## src/rtl/svutest_rsp_sink_if.sv

```systemverilog
// Request-payload-response link plus valid/ready drain port.
// master = upstream driver / drain consumer, slave = rsp sink.
interface svutest_rsp_sink_if #(
   parameter int W_PAYLOAD = 32
);
   logic                 req;
   logic [W_PAYLOAD-1:0] req_payload;
   logic                 rsp;
   logic                 out_valid;
   logic [W_PAYLOAD-1:0] out_payload;
   logic                 out_ready;

   modport master (
      output req,
      output req_payload,
      output out_ready,
      input  rsp,
      input  out_valid,
      input  out_payload
   );

   modport slave (
      input  req,
      input  req_payload,
      input  out_ready,
      output rsp,
      output out_valid,
      output out_payload
   );
endinterface

```

## src/rtl/svutest_rsp_sink.sv

```systemverilog
// Buffering sink for a req/rsp link with a valid/ready drain port.
// Define SVUTEST_RSP_SINK_STALL_EN for LFSR-driven random backpressure.
module svutest_rsp_sink #(
   parameter int          W_PAYLOAD = 32,
   parameter int          DEPTH     = 4,
   parameter int          W_COUNT   = 16,
   parameter logic [15:0] SEED      = 16'hACE1
) (
   input  logic                       clk,
   input  logic                       rst,
   svutest_rsp_sink_if.slave          bus,
   input  logic                       i_stall_en,
   input  logic [W_COUNT-1:0]         i_expected_count,
   output logic [W_COUNT-1:0]         o_accepted_count,
   output logic [$clog2(DEPTH):0]     o_level,
   output logic                       o_done
);
   localparam int AW = $clog2(DEPTH);
   localparam int PW = AW + 1;
   localparam logic [PW-1:0]      PTR_ONE = PW'(1);
   localparam logic [W_COUNT-1:0] CNT_ONE = W_COUNT'(1);
   localparam logic [W_COUNT-1:0] CNT_MAX = '1;

   logic [W_PAYLOAD-1:0] r_mem [DEPTH];
   logic [PW-1:0]        r_wptr;
   logic [PW-1:0]        r_rptr;
   logic [W_COUNT-1:0]   r_acc;
   logic                 r_done;
   logic                 w_stall;
   logic                 w_full;
   logic                 w_empty;
   logic                 w_rsp;
   logic                 w_push;
   logic                 w_pop;
   logic                 w_done_cond;

   // Pointers carry one extra wrap bit to tell full from empty.
   assign w_full  = (r_wptr[AW] != r_rptr[AW]) &&
                    (r_wptr[AW-1:0] == r_rptr[AW-1:0]);
   assign w_empty = (r_wptr == r_rptr);

   // Accept depends only on registered state, never on req.
   assign w_rsp  = !w_full && !w_stall;
   assign w_push = bus.req && w_rsp;
   assign w_pop  = !w_empty && bus.out_ready;

   assign bus.rsp         = w_rsp;
   assign bus.out_valid   = !w_empty;
   assign bus.out_payload = r_mem[r_rptr[AW-1:0]];

   assign o_level          = r_wptr - r_rptr;
   assign o_accepted_count = r_acc;
   assign o_done           = r_done;

`ifdef SVUTEST_RSP_SINK_STALL_EN
   logic [15:0] r_lfsr;
   logic        r_stall;
   logic        w_fb;

   // Fibonacci taps 16,14,13,11.
   assign w_fb = r_lfsr[15] ^ r_lfsr[13] ^ r_lfsr[12] ^ r_lfsr[10];

   always_ff @(posedge clk or negedge rst) begin
      if (!rst) begin
         r_lfsr  <= SEED;
         r_stall <= 1'b0;
      end else begin
         r_lfsr  <= {r_lfsr[14:0], w_fb};
         r_stall <= i_stall_en && (r_lfsr[1:0] == 2'b00);
      end
   end

   assign w_stall = r_stall;
`else
   logic w_unused;

   assign w_unused = ^{i_stall_en, SEED};
   assign w_stall  = 1'b0;
`endif

   // Payload storage is deliberately left out of reset.
   always_ff @(posedge clk) begin
      if (w_push) begin
         r_mem[r_wptr[AW-1:0]] <= bus.req_payload;
      end
   end

   always_ff @(posedge clk or negedge rst) begin
      if (!rst) begin
         r_wptr <= '0;
         r_rptr <= '0;
      end else begin
         if (w_push) begin
            r_wptr <= r_wptr + PTR_ONE;
         end
         if (w_pop) begin
            r_rptr <= r_rptr + PTR_ONE;
         end
      end
   end

   always_ff @(posedge clk or negedge rst) begin
      if (!rst) begin
         r_acc <= '0;
      end else if (w_push && (r_acc != CNT_MAX)) begin
         r_acc <= r_acc + CNT_ONE;
      end
   end

   assign w_done_cond = (i_expected_count != '0) &&
                        (r_acc >= i_expected_count) &&
                        w_empty;

   // Sticky until reset.
   always_ff @(posedge clk or negedge rst) begin
      if (!rst) begin
         r_done <= 1'b0;
      end else if (w_done_cond) begin
         r_done <= 1'b1;
      end
   end
endmodule

```

## src/flat_wrapper.sv

```systemverilog
// flat-port wrapper written by rule: the top's interface ports become plain ports
module svutest_rsp_sink_flat 
#(
   parameter int          W_PAYLOAD = 32,
   parameter int          DEPTH     = 4,
   parameter int          W_COUNT   = 16,
   parameter logic [15:0] SEED      = 16'hACE1
)
  (clk, rst, i_stall_en, i_expected_count, o_accepted_count, o_level, o_done, bus_req, bus_req_payload, bus_out_ready, bus_rsp, bus_out_valid, bus_out_payload);
  svutest_rsp_sink_if #(.W_PAYLOAD(W_PAYLOAD)) bus_i ();
  input  logic clk;
  input  logic rst;
  input  logic i_stall_en;
  input  logic [W_COUNT-1:0] i_expected_count;
  output logic [W_COUNT-1:0] o_accepted_count;
  output logic [$clog2(DEPTH):0] o_level;
  output logic o_done;
  input wire logic [$bits(bus_i.req)-1:0] bus_req;
  input wire logic [$bits(bus_i.req_payload)-1:0] bus_req_payload;
  input wire logic [$bits(bus_i.out_ready)-1:0] bus_out_ready;
  output wire logic [$bits(bus_i.rsp)-1:0] bus_rsp;
  output wire logic [$bits(bus_i.out_valid)-1:0] bus_out_valid;
  output wire logic [$bits(bus_i.out_payload)-1:0] bus_out_payload;
  assign bus_i.req = bus_req;
  assign bus_i.req_payload = bus_req_payload;
  assign bus_i.out_ready = bus_out_ready;
  assign bus_rsp = bus_i.rsp;
  assign bus_out_valid = bus_i.out_valid;
  assign bus_out_payload = bus_i.out_payload;
  svutest_rsp_sink #(.W_PAYLOAD(W_PAYLOAD), .DEPTH(DEPTH), .W_COUNT(W_COUNT), .SEED(SEED)) u_core (.clk(clk), .rst(rst), .bus(bus_i), .i_stall_en(i_stall_en), .i_expected_count(i_expected_count), .o_accepted_count(o_accepted_count), .o_level(o_level), .o_done(o_done));
endmodule
```

## config.mk

```make
export PLATFORM = sky130hd
export DESIGN_NAME = svutest_rsp_sink_flat
export DESIGN_NICKNAME = d
export VERILOG_FILES = /design/src/rtl/svutest_rsp_sink_if.sv /design/src/rtl/svutest_rsp_sink.sv /design/src/flat_wrapper.sv
export SDC_FILE = /design/constraint.sdc
export NUM_CORES = 1
export LEC_CHECK = 0
export CAP_MARGIN = 20
export CORE_ASPECT_RATIO = 1.2
export CORE_MARGIN = 5
export CORE_UTILIZATION = 48
export DETAILED_ROUTE_END_ITERATION = 10
export PLACE_DENSITY = 0.76
export SYNTH_ARGS = -nofsm -noshare
export SYNTH_HDL_FRONTEND = slang
export SYNTH_SLANG_ARGS = --single-unit
```

## constraint.sdc

```tcl
create_clock -name clk -period 2.8 [get_ports clk]
set_input_delay 0.42 -clock clk [delete_from_list [all_inputs] [get_ports clk]]
set_output_delay 0.42 -clock clk [all_outputs]
set_load 0.03 [all_outputs]
```

==> impl_metrics.ini, run 1 <==
[hold_path]
worst_hold_path_type = in2async

[synthesis]
synth_top_cell_by_area = edfxtp_1
synth.avg_cell_area_sq_um = 18.3
synth_edf_count = 128
synth_sequential_area_ratio = 0.704
synth_area_leaders = edfxtp_1 61%, mux4_2 11%, dfrtp_1 9.2%
synth_top_area_frac = 0.613
async_flop_share = 0.152
synthCells = 342
ys_ff_latch = 151
ys_warn_count = 0
synth_ff_type = edfxtp_1
synthesis.area_sq_um = 6270
yosysUniqueCellTypes = 36
syn_nets = 420

[cells_and_area]
final_area_sq_um = 8130
most-common-layout-cells = 128 x edfxtp_1, 102 x clkdlybuf4s50_1, 32 x mux4_2, 24 x ha_1
antennaDiodeCount = 0
area_growth_syn_to_layout_pct = 29.6
instances_no_fill = 639
fin_util = 0.639
nets = 540
final_common_cell = edfxtp_1
fillerInstances = 935
drive_above_1_share = 0.183

[status]
run_status = completed

[cts]
clk_latency_ns = 0.41
root_buffer = clkbuf_16
cts_setup_buffers = 0
cts_hold_buf = 0
clockBufferDepth = 2
numCtsBuffers = 17
cts_sinks = 151
cts_tree = yes
path_clk_slew_ns = 0.06
h-tree-depth = 4

[timing]
layout_setup_ws_ns = 0.136
finalMaxSlewViolations = 0
hold_viol_final = 0
relSlewSlack = 0.406
hold_slack_ns = 0.364
tns_ns = 0
rsz0062_at_grt = false
period_share = 0.951
max_freq_mhz = 375
skew_ns = 0.0114
worstMarginPinSlew_ns = 0.891
fin_crit_ns = 2.66
final-setup-viol-count = 0

[global_routing]
grt_usage = 0.166
grt_pass1_vias = 3722
grt-ovfl-total = 0
grt_start_max_net_pins = 34
grt_pass1_wl_um = 19200
antenna_found_initial = 0

[routing]
drtAntennaViolNets = 0
viasPerCell = 5.36
dr.max_layer_used = met4
firstDrtPassIters = 5
vias = 3427
wl_met1_um = 4620
drtIter0Drc = 163
met3WireLength_um = 910
wl_per_cell_um = 18.7
drt_wl_total_um = 11900
post-route-drc-count = 0
wl_met2_um = 6280

[setup_path]
critPathMaxFanout = 27
crit_start = u_core.r_rptr[0]
reg2reg_from = u_core.r_wptr[0]
critical_path_required_ns = 2.38
critPathCaptureType = primary output
critPathKind = reg2out
crit_arrival_ns = 2.24
start_kind = flop

[pwr]
power_density_nw_per_um2 = 1120
ir_drop_mv = 0.550
p_leak_nw = 2.99
power_mw = 9.12

[run]
maxCapViolations = 0

[floorplan]
die_x_um = 114
ios = 107
dieArea_sq_um = 15500
num_rows = 45
die_y_um = 135
start_util = 0.493
core_area_sq_um = 12700

[placed_design]
place_area_sq_um = 7540
routabilityCongestion = 0.790
pre_cts_ws_ns = 0.407
numPortBuffers = 105
hpwlAfterDp_um = 8100
placedCellCount = 607
==> state kept, by name, summed over array words and instances, names as in the netlist <==
register                 count
u_core.r_mem               128
u_core.o_done                1
u_core.r_wptr                3
u_core.o_accepted_count     16
u_core.r_rptr                3
==> layout make-up <==
cell class | instances | area [sq um] | share of cell area
repair buffers | 111 | 1110 | 0.136
well taps | 164 | 205 | 0.0252
clock inverters | 15 | 164 | 0.0202
inverters | 21 | 78.8 | 0.00969
multi-input cells | 160 | 1730 | 0.213
flip-flops and latches | 151 | 4420 | 0.544
clock buffers | 17 | 425 | 0.0523
==> power breakdown <==
part / internal [mW] / switching [mW]
clock: 1.33 / 0.895
sequential: 3.02 / 0.224
combinational: 1.58 / 2.06
==> synthesized netlist by cell type (2+ instances only) <==
master / instances
dfrtp_1: 23
and4_1: 2
mux4_2: 32
o21ai_0: 4
nand3_1: 5
ha_1: 24
nor4_2: 2
edfxtp_1: 128
nor3_1: 9
xnor2_1: 5
mux2_2: 4
xor2_1: 14
inv_1: 21
nand2_1: 13
nand4_1: 6
buf_2: 5
a21oi_1: 6
nor2_1: 8
nor4_1: 7
and3_1: 5
clkbuf_1: 4
==> critical path, cell delays in order, from the launching register on <==
cell             delay [ns]
dfrtp_2                0.40
buf_12                 0.25
mux4_2                 0.57
clkdlybuf4s50_1        0.61
==> metal layers <==
metal / vias to the layer above / track usage
met5: - / 0
met4: 0 / 0.0614
met3: 10 / 0.0532
met2: 119 / 0.282
met1: 1704 / 0.198
li1: 1594 / -
==> path summary, 6_finish.rpt <==
path	endpoint	slack, ns	cells after the start
hold reg to reg	u_core.r_wptr[2]	0.53	1
setup reg to reg	u_core.r_mem[3][2]	0.48	5
min in group clk	u_core.r_wptr[2]	0.53	1
max in group asynchronous	u_core.r_rptr[1]	2.16	2
hold / removal	u_core.o_accepted_count[1]	0.36	2
setup / recovery	bus_out_payload[1]	0.14	3
==> what timing repair did <==
item,in CTS,in global routing
gates resized for setup,2,1
endpoints found under the hold margin,0,0
endpoints found under the setup margin,2,1
==> cell families (layout without fill, tap and decap cells) <==
| logic type | count (synthesis) | count (layout) | synth area share |
|---|---|---|---|
| adder cells (fa/ha/maj) | 25 | 25 | 0.0510 |
| multiplexers | 36 | 36 | 0.122 |
| XOR/XNOR | 20 | 20 | 0.0291 |
| AND/OR/NAND/NOR | 63 | 63 | 0.0570 |
| flip-flops | 151 | 151 | 0.704 |
| buffers and inverters | 31 | 164 | 0.0207 |
| AO/OA/AOI/OAI | 16 | 16 | 0.0158 |
(Power assumes the default switching activity.)
==> run 2: changes to the inputs <==
- ABC_AREA: default -> 0
- CTS_CLUSTER_DIAMETER: default -> 80
==> results of run 2 <==
Final layout, timing and power as in run 1 (identical DEF).
==> run 3: changes to the inputs <==
- clock period: 2.8 -> 2.3 ns (I/O delays scaled with it)
==> impl_metrics.ini, run 3 (synthesis gave the netlist of run 1 again) <==
[timing]
hold_slack_ns = 0.287
finalMaxSlewViolations = 0
fin_crit_ns = 2.24
max_freq_mhz = 447
worstMarginPinSlew_ns = 0.523
final-setup-viol-count = 0
hold_viol_final = 0
skew_ns = 0.0124
period_share = 0.973
layout_setup_ws_ns = 0.0628
relSlewSlack = 0.652
rsz0062_at_grt = true

[setup_path]
cp_slowest_cell = mux4_2
path_cells = buf_12 > mux4_2 > clkdlybuf4s15_2
crit_buf_inv = 2
reg2reg_from = u_core.r_rptr[0]
critical_path_required_ns = 1.96
r2r_end = u_core.r_mem[3][2]
critPathKind = reg2out
critPathCaptureType = primary output
reg2reg_slack_ns = 0.28
crit_arrival_ns = 1.89
critPathMaxFanout = 14
path_depth = 3
cp_top_family = multiplexers
reg2reg_depth = 4
start_kind = flop
cp_slowest_stage_delay_ns = 0.53

[global_routing]
antenna_found_initial = 0
grt_pass1_wl_um = 19900
grt_start_max_net_pins = 36
grt_pass1_vias = 3752
grt-ovfl-total = 0
grt_usage = 0.173

[cells_and_area]
multi_input_area_sq_um = 1760
final-seq-area_sq_um = 4420
area_growth_syn_to_layout_pct = 30.3
drive_above_1_share = 0.275
largest_reg_flops = 128
nets = 552
most-common-layout-cells = 128 x edfxtp_1, 68 x clkdlybuf4s50_1, 32 x mux4_2, 28 x buf_4, 24 x ha_1
antennaDiodeCount = 0
final_common_cell = edfxtp_1
fillerInstances = 940
final_area_sq_um = 8180

[floorplan]
dieArea_sq_um = 15500
core_area_sq_um = 12700
die_x_um = 114
ios = 107
num_rows = 45
start_util = 0.493
die_y_um = 135

[cts]
cts_tree = yes
numCtsBuffers = 17
root_buffer = clkbuf_16
path_clk_slew_ns = 0.06
h-tree-depth = 4
clk_latency_ns = 0.41
clockBufferDepth = 2
cts_sinks = 151

[routing]
drt_wl_total_um = 12700
drtIter0Drc = 126
post-route-drc-count = 0
vias = 3555
wl_per_cell_um = 19.6
viasPerCell = 5.46
firstDrtPassIters = 4
drtAntennaViolNets = 0

[hold_path]
worst_hold_path_type = in2async

[placed_design]
numPortBuffers = 105
routabilityCongestion = 0.837
place_area_sq_um = 7570
hpwlAfterDp_um = 8690
pre_cts_ws_ns = 0.108

[status]
run_status = completed

[pwr]
p_leak_nw = 3.04
power_density_nw_per_um2 = 1350
ir_drop_mv = 1.44

[run]
maxCapViolations = 0
[run 3: how the worst max path moves through the flow]
| stage | start | to | slack (ns) |
|---|---|---|---|
| 3_5_place_dp | u_core.r_wptr[0] | bus_rsp | 0.11 |
| 4_1_cts | u_core.r_rptr[0] | bus_out_payload[7] | -0.009 |
| 6_report | u_core.r_rptr[0] | bus_out_payload[11] | 0.06 |
| 5_1_grt | u_core.r_rptr[0] | bus_out_payload[11] | -0.03 |
| 2_1_floorplan | u_core.r_rptr[1] | u_core.r_mem[3][0] | 0.02 |
| 3_3_place_gp | i_expected_count[14] | u_core.o_done | 0.11 |
[run 3: timing repair]
action | 4_1_cts | 5_1_grt
gates resized for setup | 68 | 3
endpoints found under the setup margin | 36 | 10
cloned | 0 | 0
hold buffers | 0 | 0
setup buffers | 3 | 3
[run 3: layout make-up]
class | count | share of cell area
sequential | 151 | 0.541
timing repair buffer | 123 | 0.144
multi-input combinational | 160 | 0.215
clock inverter | 14 | 0.0139
inverter | 21 | 0.00964
tap | 164 | 0.0251
clock buffer | 18 | 0.0525
[run 3: metrics by stage]
| stage | setup TNS (ns) | total power, mW | utilization | instances |
|---|---|---|---|---|
| floorplan | 0 | 6.84 | - | 342 |
| global placement | 0 | 8.53 | 0.595 | 613 |
| detailed placement | 0 | 8.62 | 0.595 | 613 |
| CTS | -0.0227 | 11.2 | 0.642 | 648 |
| global route | -0.0375 | 11.6 | 0.643 | 651 |
| finish | 0 | 11.0 | 0.643 | 651 |
[run 3: where the power goes]
group	internal (mW)	switching [mW]
Sequential	3.67	0.290
Clock	1.40	1.10
Combinational	1.94	2.62
Total	7.02	4.01
[run 3: per-layer routing]
metal	track usage	part of all wire	wire length, um
met5	0	0	0
met4	0.0521	0.0069	88
met3	0.0527	0.060	760
met2	0.304	0.55	6960
met1	0.204	0.39	4930
